`config.mk`:
```
export PLATFORM = sky130hd
export DESIGN_NAME = ps2_key_fifo_flat
export DESIGN_NICKNAME = d
export VERILOG_FILES = /design/src/rtl/ps2_key_fifo_if.sv /design/src/rtl/ps2_key_fifo.sv /design/src/flat_wrapper.sv
export SDC_FILE = /design/constraint.sdc
export NUM_CORES = 1
export LEC_CHECK = 0
export ABC_CLOCK_PERIOD_IN_PS = 2500
export CORE_MARGIN = 2
export CORE_UTILIZATION = 35
export DETAILED_ROUTE_END_ITERATION = 12
export SETUP_SLACK_MARGIN = 0.3
export SLEW_MARGIN = 20
export SYNTH_ARGS = -nofsm -noshare
export SYNTH_HDL_FRONTEND = slang
export SYNTH_SLANG_ARGS = --single-unit
export TNS_END_PERCENT = 20
```
`constraint.sdc`:
```
create_clock -name CLK -period 2.5 [get_ports CLK]
set_input_delay 0.25 -clock CLK [delete_from_list [all_inputs] [get_ports CLK]]
set_output_delay 0.25 -clock CLK [all_outputs]
set_load 0.02 [all_outputs]
```
`src/rtl/ps2_key_fifo_if.sv`:
```
// Bus between the PS/2 key FIFO and its surroundings: raw PS/2 lines in,
// queued make codes and status pulses out.
interface ps2_key_fifo_if;
    logic       keyboard_clock;
    logic       keyboard_data;
    logic       clean_key_buffer;
    logic [7:0] pressed_key;
    logic       key_valid;
    logic       frame_error;
    logic       overflow;

    modport master (
        output keyboard_clock,
        output keyboard_data,
        output clean_key_buffer,
        input  pressed_key,
        input  key_valid,
        input  frame_error,
        input  overflow
    );

    modport slave (
        input  keyboard_clock,
        input  keyboard_data,
        input  clean_key_buffer,
        output pressed_key,
        output key_valid,
        output frame_error,
        output overflow
    );
endinterface

```
`src/rtl/ps2_key_fifo.sv`:
```
// PS/2 keyboard receiver: synchronizes the raw lines, deframes 11-bit frames,
// drops break sequences and queues make codes in a small circular FIFO.
module ps2_key_fifo #(
    parameter int FIFO_DEPTH     = 4,
    parameter int TIMEOUT_CYCLES = 50000
) (
    input  logic               CLK,
    input  logic               reset,
    ps2_key_fifo_if.slave      bus
);
    localparam int PTR_W = $clog2(FIFO_DEPTH);
    localparam int CNT_W = PTR_W + 1;
    localparam int TMO_W = $clog2(TIMEOUT_CYCLES);

    typedef enum logic [0:0] {ST_IDLE, ST_RECV} state_t;

    function automatic logic odd_parity_ok(input logic [7:0] d, input logic p);
        return (^d) ^ p;
    endfunction

    state_t             state_q, state_d;
    logic               clk_s1_q, clk_s2_q, clk_prev_q;
    logic               dat_s1_q, dat_s2_q;
    logic [3:0]         bit_cnt_q;
    logic [TMO_W-1:0]   tmo_cnt_q;
    logic [7:0]         shreg_q;
    logic               parity_q;
    logic               done_q, good_q;
    logic [7:0]         byte_q;
    logic               break_pending_q;
    logic [7:0]         mem_q [FIFO_DEPTH];
    logic [PTR_W-1:0]   wr_ptr_q, rd_ptr_q;
    logic [CNT_W-1:0]   count_q, count_d;
    logic               frame_error_q, overflow_q;

    logic fall_s, tmo_hit_s, last_bit_s;
    logic start_s, shift_en_s, par_en_s, stop_en_s, tmo_s;
    logic push_req_s, pop_req_s, full_s, push_ok_s;

    assign fall_s     = clk_prev_q & ~clk_s2_q;
    assign tmo_hit_s  = (tmo_cnt_q == TMO_W'(TIMEOUT_CYCLES - 1));
    assign last_bit_s = (bit_cnt_q >= 4'd10);

    // Two-flop synchronizers plus an edge-detect stage on the PS/2 clock; idle-high reset.
    always_ff @(posedge CLK) begin
        if (reset) begin
            clk_s1_q   <= 1'b1;
            clk_s2_q   <= 1'b1;
            clk_prev_q <= 1'b1;
            dat_s1_q   <= 1'b1;
            dat_s2_q   <= 1'b1;
        end else begin
            clk_s1_q   <= bus.keyboard_clock;
            clk_s2_q   <= clk_s1_q;
            clk_prev_q <= clk_s2_q;
            dat_s1_q   <= bus.keyboard_data;
            dat_s2_q   <= dat_s1_q;
        end
    end

    // Frame FSM state register.
    always_ff @(posedge CLK) begin
        if (reset) begin
            state_q <= ST_IDLE;
        end else begin
            state_q <= state_d;
        end
    end

    // Frame FSM next state; a falling edge beats a simultaneous timeout.
    always_comb begin
        state_d = state_q;
        case (state_q)
            ST_IDLE: begin
                if (fall_s && !dat_s2_q) begin
                    state_d = ST_RECV;
                end else begin
                    state_d = ST_IDLE;
                end
            end
            ST_RECV: begin
                if (fall_s && last_bit_s) begin
                    state_d = ST_IDLE;
                end else if (!fall_s && tmo_hit_s) begin
                    state_d = ST_IDLE;
                end else begin
                    state_d = ST_RECV;
                end
            end
            default: state_d = ST_IDLE;
        endcase
    end

    // Frame FSM outputs: per-bit strobes for the datapath.
    always_comb begin
        start_s    = 1'b0;
        shift_en_s = 1'b0;
        par_en_s   = 1'b0;
        stop_en_s  = 1'b0;
        tmo_s      = 1'b0;
        case (state_q)
            ST_IDLE: begin
                start_s = fall_s & ~dat_s2_q;
            end
            ST_RECV: begin
                if (fall_s) begin
                    if (last_bit_s) begin
                        stop_en_s = 1'b1;
                    end else if (bit_cnt_q == 4'd9) begin
                        par_en_s = 1'b1;
                    end else begin
                        shift_en_s = 1'b1;
                    end
                end else begin
                    tmo_s = tmo_hit_s;
                end
            end
            default: begin
                start_s = 1'b0;
            end
        endcase
    end

    // Deframing datapath; done_q/good_q report a finished frame one cycle after the stop bit.
    always_ff @(posedge CLK) begin
        if (reset) begin
            bit_cnt_q <= 4'd0;
            tmo_cnt_q <= '0;
            shreg_q   <= 8'h00;
            parity_q  <= 1'b0;
            done_q    <= 1'b0;
            good_q    <= 1'b0;
            byte_q    <= 8'h00;
        end else begin
            done_q <= stop_en_s | tmo_s;
            good_q <= stop_en_s & odd_parity_ok(shreg_q, parity_q) & dat_s2_q;
            if (stop_en_s) begin
                byte_q <= shreg_q;
            end
            if (start_s) begin
                bit_cnt_q <= 4'd1;
            end else if (shift_en_s || par_en_s) begin
                bit_cnt_q <= bit_cnt_q + 4'd1;
            end else if (stop_en_s || tmo_s) begin
                bit_cnt_q <= 4'd0;
            end
            if (shift_en_s) begin
                shreg_q <= {dat_s2_q, shreg_q[7:1]};
            end
            if (par_en_s) begin
                parity_q <= dat_s2_q;
            end
            if (state_q == ST_IDLE || fall_s || tmo_s) begin
                tmo_cnt_q <= '0;
            end else begin
                tmo_cnt_q <= tmo_cnt_q + TMO_W'(1);
            end
        end
    end

    assign push_req_s = done_q & good_q & (byte_q != 8'hF0) & (byte_q != 8'hE0) & ~break_pending_q;
    assign pop_req_s  = bus.clean_key_buffer & (count_q != '0);
    assign full_s     = (count_q == CNT_W'(FIFO_DEPTH));
    // Pop is applied before push, so a full FIFO popped in the same cycle still accepts the code.
    assign push_ok_s  = push_req_s & (~full_s | pop_req_s);

    // FIFO occupancy next value.
    always_comb begin
        count_d = count_q;
        case ({push_ok_s, pop_req_s})
            2'b10:   count_d = count_q + CNT_W'(1);
            2'b01:   count_d = count_q - CNT_W'(1);
            default: count_d = count_q;
        endcase
    end

    // Break filter, FIFO pointers and status pulses.
    always_ff @(posedge CLK) begin
        if (reset) begin
            break_pending_q <= 1'b0;
            wr_ptr_q        <= '0;
            rd_ptr_q        <= '0;
            count_q         <= '0;
            frame_error_q   <= 1'b0;
            overflow_q      <= 1'b0;
        end else begin
            frame_error_q <= done_q & ~good_q;
            overflow_q    <= push_req_s & ~push_ok_s;
            count_q       <= count_d;
            if (done_q && good_q) begin
                if (byte_q == 8'hF0) begin
                    break_pending_q <= 1'b1;
                end else if (byte_q != 8'hE0) begin
                    break_pending_q <= 1'b0;
                end
            end
            if (push_ok_s) begin
                wr_ptr_q <= wr_ptr_q + PTR_W'(1);
            end
            if (pop_req_s) begin
                rd_ptr_q <= rd_ptr_q + PTR_W'(1);
            end
        end
    end

    // FIFO storage; contents only matter where count says they are valid.
    always_ff @(posedge CLK) begin
        if (push_ok_s) begin
            mem_q[wr_ptr_q] <= byte_q;
        end
    end

    assign bus.pressed_key = (count_q != '0) ? mem_q[rd_ptr_q] : 8'h00;
    assign bus.key_valid   = (count_q != '0);
    assign bus.frame_error = frame_error_q;
    assign bus.overflow    = overflow_q;
endmodule

```
`src/flat_wrapper.sv`:
```
// flat-port wrapper written by rule: the top's interface ports become plain ports
module ps2_key_fifo_flat 
#(
    parameter int FIFO_DEPTH     = 4,
    parameter int TIMEOUT_CYCLES = 50000
)
  (CLK, reset, bus_keyboard_clock, bus_keyboard_data, bus_clean_key_buffer, bus_pressed_key, bus_key_valid, bus_frame_error, bus_overflow);
  ps2_key_fifo_if bus_i ();
  input  logic CLK;
  input  logic reset;
  input wire logic [$bits(bus_i.keyboard_clock)-1:0] bus_keyboard_clock;
  input wire logic [$bits(bus_i.keyboard_data)-1:0] bus_keyboard_data;
  input wire logic [$bits(bus_i.clean_key_buffer)-1:0] bus_clean_key_buffer;
  output wire logic [$bits(bus_i.pressed_key)-1:0] bus_pressed_key;
  output wire logic [$bits(bus_i.key_valid)-1:0] bus_key_valid;
  output wire logic [$bits(bus_i.frame_error)-1:0] bus_frame_error;
  output wire logic [$bits(bus_i.overflow)-1:0] bus_overflow;
  assign bus_i.keyboard_clock = bus_keyboard_clock;
  assign bus_i.keyboard_data = bus_keyboard_data;
  assign bus_i.clean_key_buffer = bus_clean_key_buffer;
  assign bus_pressed_key = bus_i.pressed_key;
  assign bus_key_valid = bus_i.key_valid;
  assign bus_frame_error = bus_i.frame_error;
  assign bus_overflow = bus_i.overflow;
  ps2_key_fifo #(.FIFO_DEPTH(FIFO_DEPTH), .TIMEOUT_CYCLES(TIMEOUT_CYCLES)) u_core (.CLK(CLK), .reset(reset), .bus(bus_i));
endmodule
```
==> results of run 1 <==
-- placed cells by master, fill, tap and decap left out, types with 2 or more instances in the layout --
| cell type | instances |
|---|---|
| or4b_1 | 2 |
| inv_1 | 8 |
| and3_1 | 6 |
| a21oi_1 | 7 |
| nand2_1 | 9 |
| ha_1 | 8 |
| clkbuf_8 | 9 |
| dlymetal6s2s_1 | 3 |
| inv_6 | 3 |
| nor3_1 | 4 |
| o31ai_1 | 2 |
| nand4_1 | 6 |
| buf_4 | 5 |
| nor2_1 | 45 |
| edfxtp_1 | 32 |
| nor2_2 | 12 |
| nor4_1 | 2 |
| mux2i_1 | 19 |
| clkdlybuf4s50_1 | 11 |
| dfxtp_1 | 57 |
| nor3b_1 | 4 |
| xnor2_1 | 18 |
| nand3b_1 | 2 |
| nand3_1 | 7 |
| a31oi_1 | 2 |
| o21ai_0 | 5 |
| or3_1 | 2 |
| or2_2 | 5 |
| mux4_2 | 8 |
| xor2_1 | 7 |
| bufinv_16 | 2 |
| nor2b_1 | 10 |
-- per-stage QoR --
| stage | total power, mW | instance area, um^2 | hold slack [ns] | std cells | worst slack [ns] |
|---|---|---|---|---|---|
| finish | 2.62 | 4270 | 0.414 | 477 | 0.168 |
| detailed placement | 1.56 | 4040 | 0.395 | 461 | 0.325 |
| global placement | 1.56 | 4040 | 0.394 | 461 | 0.369 |
| global route | 2.71 | 4270 | 0.427 | 477 | 0.0508 |
| floorplan | 1.54 | 3730 | 0.354 | 313 | 0.525 |
| CTS | 2.65 | 4260 | 0.418 | 477 | 0.121 |
-- sequential cells by signal, summed over array words and instances (netlist names), 2 cells and up, named ones only --
register          cells
u_core.wr_ptr_q       2
u_core.tmo_cnt_q     16
u_core.shreg_q        8
u_core.mem_q         32
u_core.count_q        3
u_core.rd_ptr_q       2
u_core.bit_cnt_q      4
u_core.byte_q         8
-- worst paths after layout --
path / cells past startpoint / endpoint / startpoint
hold / removal: 1 / u_core.clk_s2_q$_SDFF_PP1_ / u_core.clk_s1_q$_SDFF_PP1_
setup / recovery: 4 / bus_pressed_key[5] / register
hold reg to reg: 1 / u_core.clk_s2_q$_SDFF_PP1_ / u_core.clk_s1_q$_SDFF_PP1_
setup reg to reg: 6 / u_core.count_q[2]$_SDFFE_PP0P_ / u_core.count_q[0]$_SDFFE_PP0P_
-- layout make-up --
cell class	count	area, um^2
Fill cell	994	6050
Sequential cell	89	2100
Multi-Input combinational cell	207	1540
Timing Repair Buffer	21	205
Tap cell	136	170
Clock buffer	9	124
Clock inverter	7	98.8
Inverter	8	30.0
-- logic make-up after synthesis --
logic type,Yosys count
AOI/OAI and AO/OA,22
xor gates and xnor gates,25
adders and majority gates,9
buffers and inverters,17
DFF,89
muxes,28
and+or+nand+nor,123
-- synth_stat cells (all sizes together), types with 2 or more instances --
cell    number  area share, %
nor3b        4           0.81
mux4         8            4.8
nor4         3           0.91
xor2         7            1.6
a41oi        2           0.67
or3          2           0.34
ha           8            2.7
o31ai        3           0.74
inv          8           0.81
nor2b       10            1.7
o21ai        5           0.67
and3         6            1.0
a21oi        7           0.94
nand4        6            1.0
dfxtp       57             31
edfxtp      32             26
or4b         2           0.54
a31oi        2           0.34
xnor2       18            4.2
clkbuf       6           0.64
nor3         4           0.54
nand2       10            1.1
nand3b       2           0.40
buf          3           0.77
mux2i       19            5.1
nor2        57            6.5
or2          5           0.84
nand3        8            1.4
-- power groups by stage --
| stage | sequential [mW] | combinational (mW) | clock [mW] |
|---|---|---|---|
| 3_5_place_dp | 1.53 | 0.0312 | 0 |
| 2_1_floorplan | 1.53 | 0.0184 | 0 |
| 3_3_place_gp | 1.53 | 0.0306 | 0 |
| 5_1_grt | 1.50 | 0.0344 | 1.18 |
| 4_1_cts | 1.49 | 0.0314 | 1.12 |
| 6_report | 1.49 | 0.0311 | 1.09 |
-- routing by layer --
metal / vias to the layer above / wire (um) / GRT usage, %
met5: - / 0 / 0
met2: 23 / 3080 / 20.3
li1: 1149 / - / -
met3: 6 / 203 / 3.83
met1: 1101 / 2880 / 14.9
met4: 0 / 63 / 3.06
==> metrics.txt, run 1 <==
run status=completed; Slew headroom=61.3%; main combinational cell family by area after synthesis=simple AND/OR/NAND/NOR gates; post_cts resized=2; LEAKAGE=1.50 nW; Via density=4.78; Reg power frac=57.1%; Worst-Skew Late Latency=0.36 ns; num rows=37; Critical Path Sink Type=primary output; Layout area overhead=14.6%; Achievable Freq=0.429 GHz; CP cell instances=buf_6 > mux4_2 > nor2b_1 > clkdlybuf4s50_1; fin crit share=93.3%; Final Core Density=41.4%; ys async rst share=0%; final hold violations=0; # hold bufs at CTS=0; Req. time, crit path=2.25 ns; postcts setup bufs=0; first-pass GRT wire length=10900 um; Syn Inst Count=313; port bufs=15; Netlist cell types=46; P_sw=0.539 mW; post-synthesis xor/xnor area fraction=5.88%; Post-layout nets=350; Crit Path Category=reg -> out; EDFF count, synth=32; Post-Synth Adder-Cell Area=3.22%; CTS tree=done; Die Span Y=107 um; Tightest Pin Transition=0.576 ns; vias in the first global route=2293; Post-route DRC=0; startpoint types=register; fraction of layout cells with a size suffix above 1=15.5%; compound-cell area share of the yosys netlist=4.00%; synth warn=0; initial antenna violation count=0; internal power=2.08 mW; total wire length=6220 um; global-route usage over all layers=12.0%; DR iter-0 viols=63; Die ar.=11500 um^2; RSZ-0062 raised after global routing=yes; Via Count=2279; TritonRoute pass-1 iters=4; peak supply drop=0.360 mV; CTS Buf Count=9; clock sinks=89; H-tree Lvls=3; Switching Fraction=20.6%; clk_skew=0.0125 ns; root buf cell=clkbuf_8; clock share of power=41.7%; Clock Tree Buf Depth=2; MaxCap Viol Count=0; power per standard cell area=612 nW/um^2; grt ovf=0; post-synthesis sequential area ratio=56.4%; Max Slew Vio Count=0; Worst Path Max Fanout=7; Die W=107 um; Avg Cell Area, Syn=11.9 um^2; Post-Syn Area=3730 um^2; largest net degree at the start of global routing=22; register bit total from synthesis=89; Boundary Pins=16; mux contribution to synthesized area=10.2%; ys flop type=dfxtp_1; DRT antenna net count=0; slowest CP cell=clkdlybuf4s50_1; reg2reg setup slack=0.37 ns; Comb pwr share=1.2%; GPL Wtd Cong=0.801; TNS Setup=0 ns; simple-gate portion of the synthesized area=18.0%; Reg clk slew, reported paths=0.09 ns; worst endpoint data arrival time=2.08 ns; final setup violation count=0; post-synth net total=327; Core ar.=10300 um^2; min Tclk post-route=2.33 ns; hold crit path type=reg -> reg; ant diodes=0; dpl hpwl=4200 um; Buf/Inv on CP=2; Avg WL per Cell=13.0 um; Top Family by Delay on Critical Path=buffers and inverters; crit-path max cell delay=0.53 ns; Initial Utilization=36.1%
(Power assumes the default switching activity.)
==> run 2: changes to the inputs <==
--- a/config.mk
+++ b/config.mk
@@ -6,9 +6,11 @@
 export NUM_CORES = 1
 export LEC_CHECK = 0
 export ABC_CLOCK_PERIOD_IN_PS = 2500
+export CAP_MARGIN = 20
 export CORE_MARGIN = 2
 export CORE_UTILIZATION = 35
 export DETAILED_ROUTE_END_ITERATION = 12
+export GPL_TIMING_DRIVEN = 0
 export SETUP_SLACK_MARGIN = 0.3
 export SLEW_MARGIN = 20
 export SYNTH_ARGS = -nofsm -noshare
==> run 2 against run 1 <==
Highest routed layer unchanged. Hold slack got worse by 0.00071 ns. Non-clock buffer count rose by 3. Sequential power about the same. Core utilization decreased by 0.061 points. Critical endpoint is now bus_pressed_key[3]. Design area down 0.15%.
==> metrics.txt, run 2 (synthesis results as in run 1) <==
run status=completed; Layout area overhead=14.5%; Die ar.=11500 um^2; grt ovf=0; Critical Path Sink Type=primary output; DR iter-0 viols=63; final setup violation count=0; Worst Path Max Fanout=8; fraction of layout cells with a size suffix above 1=15.4%; Avg WL per Cell=12.9 um; Achievable Freq=0.432 GHz; Via Count=2283; clock sinks=89; hold crit path type=reg -> reg; GPL Wtd Cong=0.808; dpl hpwl=4210 um; num rows=37; Die W=107 um; Die Span Y=107 um; total wire length=6210 um; global-route usage over all layers=12.0%; first-pass GRT wire length=10700 um; initial antenna violation count=0; WHS Path Cells=1; ant diodes=0; Post-route DRC=0; min Tclk post-route=2.32 ns; final hold violations=0; commonest cells after routing, fill and taps aside=dfxtp_1, nor2_1, edfxtp_1; peak supply drop=0.308 mV; Reg2Reg Depth=7; root buf cell=clkbuf_8; power per standard cell area=594 nW/um^2; TNS Setup=0 ns; Post-layout nets=353; LEAKAGE=1.48 nW; Worst-Skew Late Latency=0.36 ns; H-tree Lvls=3; Initial Utilization=36.1%; port bufs=15; Tightest Pin Transition=0.665 ns; Core ar.=10300 um^2; Slew headroom=55.3%; biggest regs=u_core.mem_q (32), u_core.tmo_cnt_q (16); MaxCap Viol Count=0; Clock Tree Buf Depth=2; worst endpoint data arrival time=2.07 ns; postcts setup bufs=0; clk_skew=0.0150 ns; Via density=4.76; top register by number of flip-flops=u_core.mem_q; startpoint types=register; DRT antenna net count=0; largest net degree at the start of global routing=17; TritonRoute pass-1 iters=4; most common cell after layout, fill and taps aside=dfxtp_1; tightest hold margin=0.413 ns; RSZ-0062 raised after global routing=yes; Boundary Pins=16; CTS tree=done; Max Slew Vio Count=0; vias in the first global route=2240; CTS Buf Count=9; Crit Path Category=reg -> out; max reg flops=32; fin crit share=92.6%; Reg clk slew, reported paths=0.09 ns; Req. time, crit path=2.25 ns
-- run 2: cell count changes in the layout (fill, tap and decap cells not counted), sizes merged --
cell	change
buf	-3
bufinv	-1
clkbuf	+7
clkinvlp	+1
dlygate4sd2	+1
dlymetal6s2s	-1
inv	-1
-- run 2: area by class of cell --
| class | count | area (um^2) |
|---|---|---|
| clock inverters | 6 | 75.1 |
| multi-input cells | 207 | 1550 |
| plain buffers | 9 | 56.3 |
| well taps | 136 | 170 |
| inverters | 8 | 30.0 |
| flip-flops and latches | 89 | 2100 |
| clock buffers | 10 | 128 |
| fillers | 997 | 6060 |
| repair buffers | 15 | 153 |
-- run 2: path summary, 6_finish.rpt --
| path | slack (ns) | to | startpoint |
|---|---|---|---|
| max reg2reg | 0.27 | u_core.count_q[2]$_SDFFE_PP0P_ | u_core.byte_q[1]$_SDFFE_PP0P_ |
| max | 0.18 | bus_pressed_key[3] | register |
| min | 0.41 | u_core.clk_s2_q$_SDFF_PP1_ | u_core.clk_s1_q$_SDFF_PP1_ |
| min reg2reg | 0.41 | u_core.clk_s2_q$_SDFF_PP1_ | u_core.clk_s1_q$_SDFF_PP1_ |
-- run 2: worst max-delay path: stages (launching register included) --
cell and delay, ns:
dfxtp_1 0.32, buf_4 0.20, mux4_2 0.51, nor2b_1 0.14, clkdlybuf4s50_1 0.56
-- run 2: metal layers --
metal	share of wire (%)	up-vias	routed length (um)	global-route usage, %
li1	-	1154	-	-
met1	48	1086	2970	15.0
met2	47	35	2920	19.5
met3	3.7	8	227	3.89
met4	1.4	0	86	3.99
met5	0	-	0	0
-- run 2: per-stage QoR --
step                power, mW  cell area [um^2]  setup slack, ns  utilization (%)  std cells
global placement         1.56              4050            0.269             39.2        464
detailed placement       1.56              4050            0.187             39.2        464
CTS                      2.56              4260            0.129             41.2        480
floorplan                1.54              3730            0.525                -        313
global route             2.63              4270           0.0787             41.3        480
finish                   2.53              4270            0.184             41.3        480
-- run 2: report_power, final --
| part | internal (mW) | switching (mW) |
|---|---|---|
| combinational | 0.0121 | 0.0189 |
| clock | 0.477 | 0.534 |
| sequential | 1.49 | 0.00260 |
| total | 1.98 | 0.555 |
-- run 2: timing repair --
| item | CTS | global route |
|---|---|---|
| hold buffers | 0 | 0 |
| endpoints found under the setup margin | 10 | 18 |
| gates resized for setup | 5 | 3 |
| pin swaps | 0 | 0 |
==> run 3: changes to the inputs <==
--- a/config.mk
+++ b/config.mk
@@ -7,9 +7,10 @@
 export LEC_CHECK = 0
 export ABC_CLOCK_PERIOD_IN_PS = 2500
 export CAP_MARGIN = 20
-export CORE_MARGIN = 2
+export CORE_MARGIN = 4
 export CORE_UTILIZATION = 35
 export DETAILED_ROUTE_END_ITERATION = 12
+export DONT_BUFFER_PORTS = 1
 export GPL_TIMING_DRIVEN = 0
 export SETUP_SLACK_MARGIN = 0.3
 export SLEW_MARGIN = 20
==> run 3 against run 2 <==
Via count shrank 1.6%. Register-to-register slack improved by 0.19 ns. Clock skew grew 0.00059 ns. Critical endpoint is now u_core.count_q[2]$_SDFFE_PP0P_.
==> metrics.txt, run 3 (synthesis results as in run 1) <==
run status=completed; RSZ-0062 raised after global routing=no; Max Slew Vio Count=0; Worst-Skew Late Latency=0.35 ns; GPL Wtd Cong=0.802; Layout area overhead=12.1%; Boundary Pins=16; Power Total=2.52 mW; crit-path max cell delay=0.47 ns; clock sinks=89; Core ar.=10400 um^2; Die Span Y=111 um; Post-route DRC=0; CTS Buf Count=9; final setup margin=0.457 ns; biggest regs=u_core.mem_q (32), u_core.tmo_cnt_q (16); first-pass GRT wire length=11000 um; root buf cell=clkbuf_8; H-tree Lvls=3; peak supply drop=0.328 mV; max reg flops=32; hold crit path type=in -> reg; Achievable Freq=0.489 GHz; Req. time, crit path=2.74 ns; TritonRoute pass-1 iters=4; ant diodes=0; Register Area=2100 um^2; Critical Path Sink Type=register; fin crit share=81.7%; Reg clk slew, reported paths=0.09 ns; fraction of layout cells with a size suffix above 1=16.8%; global-route usage over all layers=10.8%; MaxCap Viol Count=0; Global Route met1 Usage=14.3%; startpoint types=register; Die ar.=12400 um^2; port bufs=0; DRT antenna net count=0; FILL cells=1037; met3 usage=3.38%; slowest CP cell=dfxtp_1; gr busiest metal=met2; initial antenna violation count=0; num rows=37; Clock Tree Buf Depth=2; total wire length=6300 um; Slew headroom=56.2%; multi-input logic area=1580 um^2; most common cell after layout, fill and taps aside=dfxtp_1; Setup WS pre-CTS=0.191 ns; clk_skew=0.0156 ns; power per standard cell area=604 nW/um^2; min Tclk post-route=2.04 ns; vias in the first global route=2189; Post-layout nets=343; met2 Usage GRT=17.2%; grt ovf=0; Via Count=2247; CP cell instances=nor3b_2 > a41oi_4 > nor2_1 > fa_1 > nor3_1 > a31oi_1 > mux2_1; CTS tree=done; commonest cells after routing, fill and taps aside=dfxtp_1, nor2_1, edfxtp_1; TNS Setup=0 ns; DR iter-0 viols=76; Via density=4.78; Initial Utilization=35.9%; Avg WL per Cell=13.4 um; dpl hpwl=4270 um; Worst Path Max Fanout=6; largest net degree at the start of global routing=17; Tightest Pin Transition=0.654 ns; top register by number of flip-flops=u_core.mem_q; worst endpoint data arrival time=2.28 ns; Die W=111 um; Crit Path Category=reg -> reg; final setup violation count=0; LEAKAGE=1.39 nW; final hold violations=0
==> run 3: cell count changes in the layout (fill, tap and decap cells not counted), sizes merged <==
cell and delta:
inv +1, clkdlybuf4s50 -11, clkinv -2, clkinvlp +1, buf +3, dlygate4sd3 +2, dlymetal6s2s -2, dlygate4sd2 -2
==> run 3: cell type report <==
type | count | area share [%]
sequential | 89 | 50.3
multi-input combinational | 207 | 37.8
tap | 136 | 4.08
clock buffer | 10 | 3.06
clock inverter | 6 | 1.77
buffer | 9 | 1.26
timing repair buffer | 5 | 1.02
inverter | 8 | 0.719
==> run 3: worst paths after layout <==
path / startpoint / end / slack [ns] / depth (start not counted)
worst max-delay path: u_core.byte_q[1]$_SDFFE_PP0P_ / u_core.count_q[2]$_SDFFE_PP0P_ / 0.46 / 7
worst min-delay path: reset / u_core.count_q[2]$_SDFFE_PP0P_ / 0.14 / 2
worst max register to register: u_core.byte_q[1]$_SDFFE_PP0P_ / u_core.count_q[2]$_SDFFE_PP0P_ / 0.46 / 7
worst min register to register: u_core.dat_s1_q$_SDFF_PP1_ / u_core.dat_s2_q$_SDFF_PP1_ / 0.41 / 1
==> run 3: repair_timing <==
| item | in CTS | in global routing |
|---|---|---|
| buffers inserted | 0 | 3 |
| resized for setup | 2 | 3 |
| endpoints found under the hold margin | 2 | 0 |
| hold buffers | 2 | 0 |
| setup endpoints to repair | 10 | 10 |
| pin swaps | 0 | 1 |
==> run 3: power by group <==
group	internal, mW	switching, mW
sequential	1.49	0.00265
clock	0.477	0.525
combinational	0.00885	0.0182
==> run 3: worst max-delay path, delay by kind of cell (launching register included) <==
family          cells  cell delay, ns
flops               1            0.47
simple gates        3            0.40
fa+ha+maj           1            0.40
compound gates      2            0.34
mux                 1            0.33
==> run 3: through the flow <==
stage	instance area, um^2	utilization, %	hold WS (ns)	cells
after floorplan	3730	-	0.354	313
after global placement	3900	37.6	0.355	449
after detailed placement	3900	37.6	0.357	449
after CTS	4130	39.8	0.127	467
after global routing	4180	40.3	0.178	470
final	4180	40.3	0.141	470
==> run 3: layer usage <==
metal / up-vias / part of all wire [%]
met3: 7 / 3.5
met1: 1070 / 47
li1: 1137 / -
met5: - / 0
met4: 0 / 1.1
met2: 33 / 48
